===== src/rtl/alu_seq_pkg.sv =====
// Shared function encoding, flag indices and FSM states
// for the registered PIC ALU.
package alu_seq_pkg;

   localparam int FUNC_WIDTH   = 5;
   localparam int STATUS_WIDTH = 3;

   localparam int FLAG_Z  = 2;
   localparam int FLAG_DC = 1;
   localparam int FLAG_C  = 0;

   localparam logic [4:0] ALU_ADDWF = 5'h00;
   localparam logic [4:0] ALU_SUBWF = 5'h01;
   localparam logic [4:0] ALU_ANDWF = 5'h02;
   localparam logic [4:0] ALU_IORWF = 5'h03;
   localparam logic [4:0] ALU_XORWF = 5'h04;
   localparam logic [4:0] ALU_COMF  = 5'h05;
   localparam logic [4:0] ALU_INCF  = 5'h06;
   localparam logic [4:0] ALU_DECF  = 5'h07;
   localparam logic [4:0] ALU_RLF   = 5'h08;
   localparam logic [4:0] ALU_RRF   = 5'h09;
   localparam logic [4:0] ALU_SWAPF = 5'h0A;
   localparam logic [4:0] ALU_BCF   = 5'h0B;
   localparam logic [4:0] ALU_BSF   = 5'h0C;
   localparam logic [4:0] ALU_ADDLW = 5'h0D;
   localparam logic [4:0] ALU_SUBLW = 5'h0E;
   localparam logic [4:0] ALU_ANDLW = 5'h0F;
   localparam logic [4:0] ALU_IORLW = 5'h10;
   localparam logic [4:0] ALU_XORLW = 5'h11;
   localparam logic [4:0] ALU_MULWF = 5'h12;
   localparam logic [4:0] ALU_MULLW = 5'h13;

   typedef enum logic {
      ST_IDLE,
      ST_MUL
   } state_e;

endpackage


===== src/rtl/alu_seq_mul.sv =====
// Iterative shift-add unsigned multiplier, one multiplier
// bit per cycle; product is valid combinationally with done.
module alu_seq_mul #(
   parameter int DATA_WIDTH = 8
) (
   input  logic                      clk,
   input  logic                      rst_n,
   input  logic                      start,
   input  logic [DATA_WIDTH-1:0]     a,
   input  logic [DATA_WIDTH-1:0]     b,
   output logic                      done,
   output logic [2*DATA_WIDTH-1:0]   product
);

   localparam int DW = DATA_WIDTH;
   localparam int CW = $clog2(DW);

   logic          busy;
   logic [CW-1:0] cnt;
   logic [2*DW-1:0] acc;
   logic [2*DW-1:0] mcand;
   logic [DW-1:0] mplier;

   // product includes the bit processed this cycle
   assign product = acc + (mplier[0] ? mcand : '0);
   assign done    = busy && (cnt == '0);

   always_ff @(posedge clk or negedge rst_n) begin
      if (!rst_n) begin
         busy   <= 1'b0;
         cnt    <= '0;
         acc    <= '0;
         mcand  <= '0;
         mplier <= '0;
      end else if (start) begin
         busy   <= 1'b1;
         cnt    <= CW'(DW - 1);
         acc    <= '0;
         mcand  <= {{DW{1'b0}}, a};
         mplier <= b;
      end else if (busy) begin
         acc    <= product;
         mcand  <= mcand << 1;
         mplier <= mplier >> 1;
         cnt    <= cnt - CW'(1);
         if (done) busy <= 1'b0;
      end
   end

endmodule


===== src/rtl/alu_seq.sv =====
// Registered PIC ALU with valid/ready handshakes on both
// sides and an iterative MUL path.
module alu_seq #(
   parameter int DATA_WIDTH   = 8,
   parameter int FUNC_WIDTH   = alu_seq_pkg::FUNC_WIDTH,
   parameter int STATUS_WIDTH = alu_seq_pkg::STATUS_WIDTH
) (
   input  logic                          clk,
   input  logic                          rst_n,
   input  logic [DATA_WIDTH-1:0]         wIn,
   input  logic [DATA_WIDTH-1:0]         fIn,
   input  logic [DATA_WIDTH-1:0]         lIn,
   input  logic [FUNC_WIDTH-1:0]         funcIn,
   input  logic [$clog2(DATA_WIDTH)-1:0] bitSel,
   input  logic [STATUS_WIDTH-1:0]       statusIn,
   input  logic                          inValid,
   output logic                          inReady,
   output logic                          outValid,
   input  logic                          outReady,
   output logic [DATA_WIDTH-1:0]         resultOut,
   output logic [DATA_WIDTH-1:0]         resultHiOut,
   output logic [STATUS_WIDTH-1:0]       statusOut,
   output logic [STATUS_WIDTH-1:0]       statusWe,
   output logic                          illegalOut
);
   import alu_seq_pkg::*;

   localparam int DW = DATA_WIDTH;
   localparam logic [DW-1:0] ONE_W = {{(DW-1){1'b0}}, 1'b1};

   state_e state, state_nxt;

   logic          accept;
   logic          is_mul;
   logic          ill;
   logic          c, dc;
   logic [DW-1:0] res;
   logic [STATUS_WIDTH-1:0] we;
   logic [DW-1:0] opa;
   logic [DW:0]   sum, dif;
   logic [4:0]    nib_add, nib_sub;
   logic [1:0]    sin_q;
   logic          mul_done;
   logic [2*DW-1:0] prod;
   logic [DW-1:0] mul_b;
   logic          unused_z;

   assign unused_z = statusIn[FLAG_Z];
   assign accept   = inValid && inReady;

   assign opa = (funcIn == ALU_ADDLW || funcIn == ALU_SUBLW) ? lIn : fIn;
   assign sum = {1'b0, opa} + {1'b0, wIn};
   assign dif = {1'b0, opa} + {1'b0, ~wIn} + {{DW{1'b0}}, 1'b1};
   assign nib_add = {1'b0, opa[3:0]} + {1'b0, wIn[3:0]};
   assign nib_sub = {1'b0, opa[3:0]} + {1'b0, ~wIn[3:0]} + 5'd1;

   always_comb begin
      res    = '0;
      c      = statusIn[FLAG_C];
      dc     = statusIn[FLAG_DC];
      we     = '0;
      ill    = 1'b0;
      is_mul = 1'b0;
      unique case (funcIn)
         ALU_ADDWF, ALU_ADDLW: begin
            {c, res} = sum; dc = nib_add[4]; we = 3'b111;
         end
         ALU_SUBWF, ALU_SUBLW: begin
            {c, res} = dif; dc = nib_sub[4]; we = 3'b111;
         end
         ALU_ANDWF: begin res = fIn & wIn; we = 3'b100; end
         ALU_IORWF: begin res = fIn | wIn; we = 3'b100; end
         ALU_XORWF: begin res = fIn ^ wIn; we = 3'b100; end
         ALU_ANDLW: begin res = lIn & wIn; we = 3'b100; end
         ALU_IORLW: begin res = lIn | wIn; we = 3'b100; end
         ALU_XORLW: begin res = lIn ^ wIn; we = 3'b100; end
         ALU_COMF:  begin res = ~fIn; we = 3'b100; end
         ALU_INCF:  begin res = fIn + ONE_W; we = 3'b100; end
         ALU_DECF:  begin res = fIn - ONE_W; we = 3'b100; end
         ALU_RLF: begin
            {c, res} = {fIn, statusIn[FLAG_C]}; we = 3'b001;
         end
         ALU_RRF: begin
            {res, c} = {statusIn[FLAG_C], fIn}; we = 3'b001;
         end
         ALU_SWAPF: res = {fIn[DW/2-1:0], fIn[DW-1:DW/2]};
         ALU_BCF: begin res = fIn; res[bitSel] = 1'b0; end
         ALU_BSF: begin res = fIn; res[bitSel] = 1'b1; end
         ALU_MULWF, ALU_MULLW: is_mul = 1'b1;
         default: ill = 1'b1;
      endcase
   end

   assign mul_b = (funcIn == ALU_MULLW) ? lIn : fIn;

   alu_seq_mul #(.DATA_WIDTH(DW)) u_mul (
      .clk     (clk),
      .rst_n   (rst_n),
      .start   (accept && is_mul),
      .a       (wIn),
      .b       (mul_b),
      .done    (mul_done),
      .product (prod)
   );

   always_ff @(posedge clk or negedge rst_n) begin
      if (!rst_n) state <= ST_IDLE;
      else        state <= state_nxt;
   end

   always_comb begin
      state_nxt = state;
      unique case (state)
         ST_IDLE: if (accept && is_mul) state_nxt = ST_MUL;
         ST_MUL:  if (mul_done) state_nxt = ST_IDLE;
         default: state_nxt = ST_IDLE;
      endcase
   end

   always_comb begin
      inReady = (state == ST_IDLE) && (!outValid || outReady);
   end

   // DC/C seen at MUL accept are echoed when the product lands
   always_ff @(posedge clk or negedge rst_n) begin
      if (!rst_n) begin
         outValid    <= 1'b0;
         resultOut   <= '0;
         resultHiOut <= '0;
         statusOut   <= '0;
         statusWe    <= '0;
         illegalOut  <= 1'b0;
         sin_q       <= '0;
      end else begin
         if (accept && is_mul)
            sin_q <= {statusIn[FLAG_DC], statusIn[FLAG_C]};
         if (accept && !is_mul) begin
            outValid    <= 1'b1;
            resultOut   <= res;
            resultHiOut <= '0;
            statusOut   <= {res == '0, dc, c};
            statusWe    <= we;
            illegalOut  <= ill;
         end else if (mul_done) begin
            outValid    <= 1'b1;
            resultOut   <= prod[DW-1:0];
            resultHiOut <= prod[2*DW-1:DW];
            statusOut   <= {prod == '0, sin_q};
            statusWe    <= '0;
            illegalOut  <= 1'b0;
         end else if (outValid && outReady) begin
            outValid    <= 1'b0;
            resultOut   <= '0;
            resultHiOut <= '0;
            statusOut   <= '0;
            statusWe    <= '0;
            illegalOut  <= 1'b0;
         end
      end
   end

endmodule

===== config.mk =====
export PLATFORM = sky130hd
export DESIGN_NAME = alu_seq
export DESIGN_NICKNAME = d
export VERILOG_FILES = /design/src/rtl/alu_seq_pkg.sv /design/src/rtl/alu_seq_mul.sv /design/src/rtl/alu_seq.sv
export SDC_FILE = /design/constraint.sdc
export NUM_CORES = 1
export LEC_CHECK = 0
export ABC_CLOCK_PERIOD_IN_PS = 4200
export CAP_MARGIN = 10
export CORE_MARGIN = 4
export CORE_UTILIZATION = 55
export CTS_CLUSTER_SIZE = 10
export DETAILED_ROUTE_END_ITERATION = 7
export GPL_ROUTABILITY_DRIVEN = 0
export PLACE_DENSITY = 0.87
export SYNTH_ARGS = -nofsm -noshare
export SYNTH_HDL_FRONTEND = slang
export SYNTH_HIERARCHICAL = 1
export SYNTH_SLANG_ARGS = --single-unit

===== constraint.sdc =====
create_clock -name clk -period 4.2 [get_ports clk]
set_clock_uncertainty 0.05 [all_clocks]
set_input_delay 0.84 -clock clk [delete_from_list [all_inputs] [get_ports clk]]
set_output_delay 0.84 -clock clk [all_outputs]
set_load 0.02 [all_outputs]

==> impl_metrics.ini <==
[status]
status = complete, but fails checks
violations = design-rule violations

[yosys]
synth.area.top_cells = dfrtp_1 27%, ha_1 7.3%, mux2i_1 6.0%
yosysWarnings = 6
synth_compound_area_share_pct = 24.4
synth-edff-count = 0
avgSynthCellArea_sq_um = 8.52
synthTopCellsByCount = 71 x dfrtp_1, 67 x nand2_1, 49 x nor2_1
yosysTopAreaCell = dfrtp_1
synthSimpleGateAreaFrac_pct = 22.3
synth_xor_area_share_pct = 4.04
ys_seq_elements = 71
yosysMostFrequentCell = dfrtp_1
synthArstFlopShare_pct = 100
syn-num-nets = 841
yosys.area.top_type_share_pct = 27.4
synth_cell_types = 85
synth.area.mux_share_pct = 8.99
synth_top_family_by_area = compound AO/OA/AOI/OAI gates
netlist_instances = 760
syn_area_sq_um = 6470
ys_seq_area_share_pct = 27.4
ys.flop_type = dfrtp_1
yosys.area_share.adder_pct = 8.58

[worst_setup_path]
arrival_ns = 4.30
critPathMaxStageDelay_ns = 0.53
cp-start-kind = input pin
critical_path_class = in -> reg
r2r_start = u_mul/mplier[0]
crit_fanout = 3
startpoint = funcIn[0]
crit_required_ns = 4.41
crit_path_end_kind = flip-flop
r2r_cells = 12
worst_path_max_delay_cell = or4b_4
crit_chain = clkdlybuf4s50_1 > xnor2_2 > or4b_4 > nand2_1 > ha_1 > inv_1 > fa_1 > o21bai_1 > a21oi_1 > buf_4 > a221oi_1 > o2111ai_1 > nor4bb_1 > nand4_1 > o21ai_1

[flow_run]
maxCapViolations = 0

[routing]
top_layer = met4
wl_per_cell_um = 20.3
vias = 6737
wl_met3_um = 2160
met1_length_um = 8050
drc = 1
wl_um = 20300
vias_per_cell = 6.72
drt_iter0_drc = 925
route.met2.wl_um = 9130
dr.pass1.iters = 8
antenna_left = 0

[clock_network]
path_clk_slew_ns = 0.06
cts_sinks = 71
cts-buffers-inserted = 9
cts_setup_buffers = 0
root_buffer = clkbuf_16
cts_tree = built
cts_hold_buf = 0
clk_latency_ns = 0.34
clockBufferDepth = 2
cts-htree-levels = 3
cts_resized = 0

[sta]
fin_crit_ns = 4.10
finalHoldViolCount = 0
fin_crit_sh_pct = 97.5
maxSlewViolCount = 0
slew_headroom_pct = 35.1
fmax_mhz = 244
tightest_slew_ns = 0.974
holdWs_ns = 0.432
setup-violations-final = 0

[power_and_ir_drop]
powerDensity_nw_per_um2 = 416
ir_drop_mv = 0.500
p_int_mw = 1.97
seq_power_share_pct = 26.9
power_frac_comb_pct = 48.5
clockPowerShare_pct = 24.6
p_sw_share_pct = 40.5
leakage_nw = 3.25
p_sw_mw = 1.34

[floorplanning]
core_area_sq_um = 11500
die_width_um = 117
io_pins = 64
die_area_sq_um = 13600
placementRows = 39
initial_core_util_pct = 56.5
die_h_um = 117

[min_path]
hp-class = reg -> reg
hold_path_depth = 2
hold_start = illegalOut

[cells_and_area]
final_cell_area_sq_um = 7950
area_delta_synth_final_pct = 22.8
diodes = 0
nNetsFinal = 935
drive_gt1_share_pct = 14.2

[placed_design]
placement.io_buffers = 62
dpl_cell_area_sq_um = 7610
hpwl_um = 15400

[grt]
grt_pass1_vias = 6555
globalRoute.totalOverflow = 0
antenna_found_initial = 0
groute.usage.overall_pct = 30.2
grt_max_degree = 48
grt_pass1_wl_um = 32800
path summary, 6_finish.rpt:
path                                endpoint  slack, ns
worst max-delay path            statusOut[2]       0.10
worst min-delay path              illegalOut       0.43
worst max register to register  statusOut[2]       0.60
worst min register to register    illegalOut       0.43
max in group asynchronous       resultOut[4]       2.59
min in group asynchronous           sin_q[0]       0.61
cell usage in the layout (no fill, tap or decap), drive strengths merged, types with 7 or more instances in the layout:
cell / n
a21o: 12
clkbuf: 9
nor2: 51
a22o: 14
nor3: 25
and3: 16
nand2: 68
nor3b: 7
a21oi: 40
clkdlybuf4s50: 61
xnor2: 19
ha: 38
nand2b: 13
a22oi: 12
xor2: 10
o211ai: 9
nand3: 15
o21bai: 7
mux2: 17
inv: 25
or3: 9
and2: 20
mux2i: 39
dfrtp: 71
buf: 66
nor4: 8
nor2b: 12
a221oi: 7
o21ai: 59
worst max-delay path, delay by kind of cell:
kind	cells	cell delay (ns)
and+or+nand+nor	4	1.09
AOI/OAI and AO/OA	5	0.95
buffers and inverters	3	0.67
adders and majority gates	2	0.56
xor gates and xnor gates	1	0.18
flip-flops by register name (all words and copies together) (netlist names):
register / count
sin_q: 2
outValid: 1
u_mul/cnt: 3
resultHiOut: 8
state: 1
statusWe: 3
u_mul/acc: 16
statusOut: 3
illegalOut: 1
u_mul/busy: 1
u_mul/mcand: 16
resultOut: 8
u_mul/mplier: 8
power by group through the flow:
stage	Combinational, mW	Clock, mW	Sequential, mW
6_report	1.60	0.814	0.889
4_1_cts	1.55	0.815	0.888
5_1_grt	1.74	0.855	0.903
3_5_place_dp	1.53	0	0.898
3_3_place_gp	1.45	0	0.891
2_1_floorplan	1.08	0	0.884
layout make-up:
class                   count  area (sq um)
multi-input cells         620          4450
fillers                   863          3520
flip-flops and latches     71          1780
repair buffers            127          1130
clock buffers               9           225
well taps                 143           179
clock inverters             7          97.6
inverters                  25          93.8
per-layer routing:
metal	GRT usage [%]	vias up
met5	0	-
met4	13.8	0
met3	6.27	117
met2	47.7	451
met1	39.7	3140
li1	-	3029
metrics by stage:
| step | total power, mW | setup TNS, ns | util, % | cells | setup slack (ns) |
|---|---|---|---|---|---|
| finish | 3.30 | 0 | 69.3 | 1002 | 0.104 |
| CTS | 3.26 | 0 | 69.1 | 1002 | 0.0663 |
| floorplan | 1.97 | 0 | - | 760 | 0.0520 |
| global route | 3.49 | -0.00135 | 69.3 | 1002 | -0.00135 |
| global placement | 2.34 | -0.116 | 66.3 | 986 | -0.0521 |
| detailed placement | 2.43 | -0.788 | 66.3 | 986 | -0.279 |
cell families after synthesis:
logic type	Yosys count
buffers and inverters	69
AO/OA/AOI/OAI	223
XOR/XNOR	29
flip-flops	71
adder cells (fa/ha/maj)	42
multiplexers	56
AND/OR/NAND/NOR	270
(Power assumes the default switching activity.)
==> RTL change (config.mk and constraints unchanged) <==
Make the reset (`rst_n`) synchronous in 3 clocked blocks.
--- a/src/rtl/alu_seq_mul.sv
+++ b/src/rtl/alu_seq_mul.sv
@@ -26,5 +26,5 @@
    assign done    = busy && (cnt == '0);
 
-   always_ff @(posedge clk or negedge rst_n) begin
+   always_ff @(posedge clk) begin
       if (!rst_n) begin
          busy   <= 1'b0;
--- a/src/rtl/alu_seq.sv
+++ b/src/rtl/alu_seq.sv
@@ -104,5 +104,5 @@
    );
 
-   always_ff @(posedge clk or negedge rst_n) begin
+   always_ff @(posedge clk) begin
       if (!rst_n) state <= ST_IDLE;
       else        state <= state_nxt;
@@ -123,5 +123,5 @@
 
    // DC/C seen at MUL accept are echoed when the product lands
-   always_ff @(posedge clk or negedge rst_n) begin
+   always_ff @(posedge clk) begin
       if (!rst_n) begin
          outValid    <= 1'b0;
Check against the original RTL: differs if rst_n is asserted again (counterexample within 4 cycles, from zero or initial values and one cycle with rst_n low); with rst_n held inactive, the same outputs for 4 cycles.
==> RTL change against the original RTL <==
- global-route usage decreased by 0.70 points
- wire length is 1.5% lower
- final area decreased by 3.3%
- final cell count grew 2.2%
- worst setup slack better by 0.091 ns
- sequential cell count unchanged
- synthesized area shrank 1.3%
- critical endpoint is now statusOut[2]$_SDFFE_PN0P_
- largest cell class unchanged
Power is not compared: it rests on default switching activity, and its combinational part moved more than twofold at a synthesized area within 25%.
==> RTL change: results (changes against the original RTL) <==
Hold Crit Start: sin_q[0]$_SDFFE_PN0P_
CP Data Arrival Time: 4.23 ns (-0.07 ns)
worst-margin pin slew: 0.784 ns (-0.190 ns)
mux cell area share after synthesis: 8.91% (-0.078 points)
Netlist cell types: 95 (+12%)
max incr delay on CP: 0.48 ns (-0.05 ns)
largest net degree at the start of global routing: 43 (-10%)
reg2reg path depth: 14 (+2)
critical path peak fanout: 28 (+25)
top post-synthesis cells by area: dfxtp_1 22%, ha_1 7.4%, mux2i_1 6.3%
GRT Util Overall: 29.5% (-0.70 points)
status: finished clean
placed cell areas: 0.00739 sq mm (-2.9%)
Iter 0 DRT Violations: 988 (+6.8%)
Seq/Total Area, Yosys: 22.2% (-5.2 points)
NumNets Final: 960 (+2.7%)
worst hold margin: 0.412 ns (-0.0197 ns)
Crit Reg-Reg Endpoint: statusOut[2]$_SDFFE_PN0P_
post-DP HPWL: 14800 um (-3.5%)
share of layout cells above drive strength 1: 13.8% (-0.35 points)
worst slack, placed: -0.317 ns (-0.0378 ns)
WHS Endpoint: sin_q[0]$_SDFFE_PN0P_
Reg2Reg Launch Point: u_mul/mcand[0]$_SDFFE_PN0P_
Via-to-Cell Ratio: 6.70 (-0.39%)
number of global-route vias before repair: 6266 (-4.4%)
# H-tree levels: 3 (unchanged)
average wire per standard cell: 19.5 um (-3.7%)
reg-to-reg slack, setup: 0.76 ns (+0.16 ns)
xor/xnor share of the synthesized area: 4.93% (+0.89 points)
DRT Pass-1 Iters: 7 (-1)
Synth Net Count: 880 (+4.6%)
CTS resizes: 1 (+1)
## RTL change: report_power, final
| part | internal (mW) | switching, mW |
|---|---|---|
| Clock | 0.437 | 0.274 |
| Sequential | 0.690 | 0.0102 |
| Combinational | 0.233 | 0.296 |
| Total | 1.36 | 0.580 |
## RTL change: layout make-up
class,instances,area (sq um)
Sequential cell,71,1420
Clock inverter,1,5.00
Timing Repair Buffer,123,1080
Clock buffer,12,267
Multi-Input combinational cell,647,4630
Fill cell,883,3730
Inverter,27,101
Tap cell,143,179
## RTL change: cell families (layout without fill, tap and decap cells)
logic type               after synthesis  count (layout)
adder cells (fa/ha/maj)               42              42
multiplexers                          55              55
flip-flops                            71              71
AO/OA/AOI/OAI                        233             233
buffers and inverters                 81             163
AND/OR/NAND/NOR                      281             281
XOR/XNOR                              36              36
## RTL change: worst max path at each step
stage / startpoint / endpoint / slack [ns] / depth (start not counted)
floorplan: funcIn[1] / statusOut[2]$_SDFFE_PN0P_ / 0.31 / 14
global placement: funcIn[1] / statusOut[2]$_SDFFE_PN0P_ / -0.18 / 15
finish: funcIn[2] / statusOut[2]$_SDFFE_PN0P_ / 0.20 / 13
detailed placement: funcIn[1] / resultOut[7]$_SDFFE_PN0P_ / -0.32 / 15
CTS: funcIn[1] / statusOut[2]$_SDFFE_PN0P_ / 0.09 / 16
global route: funcIn[1] / statusOut[2]$_SDFFE_PN0P_ / 0.01 / 16
## RTL change: layer usage
metal	wire length [um]	global-route usage, %	part of all wire, %	up-vias
met4	1060	13.6	5.3	0
li1	-	-	-	3140
met2	8520	44.8	43	457
met5	0	0	0	-
met3	2360	7.52	12	117
met1	8050	39.2	40	3144
## RTL change: per-stage QoR
step	cells	TNS (ns)	utilization, %
after floorplan	799	0	-
after global placement	1011	-0.649	64.7
after detailed placement	1011	-1.19	64.7
after CTS	1024	0	67.1
after global routing	1024	0	67.3
final	1024	0	67.3
## RTL change: tightest hold or removal path, stage by stage (launching register included)
cell and delay [ns]:
dfxtp_1 0.31, nand2_1 0.05, a21oi_1 0.05
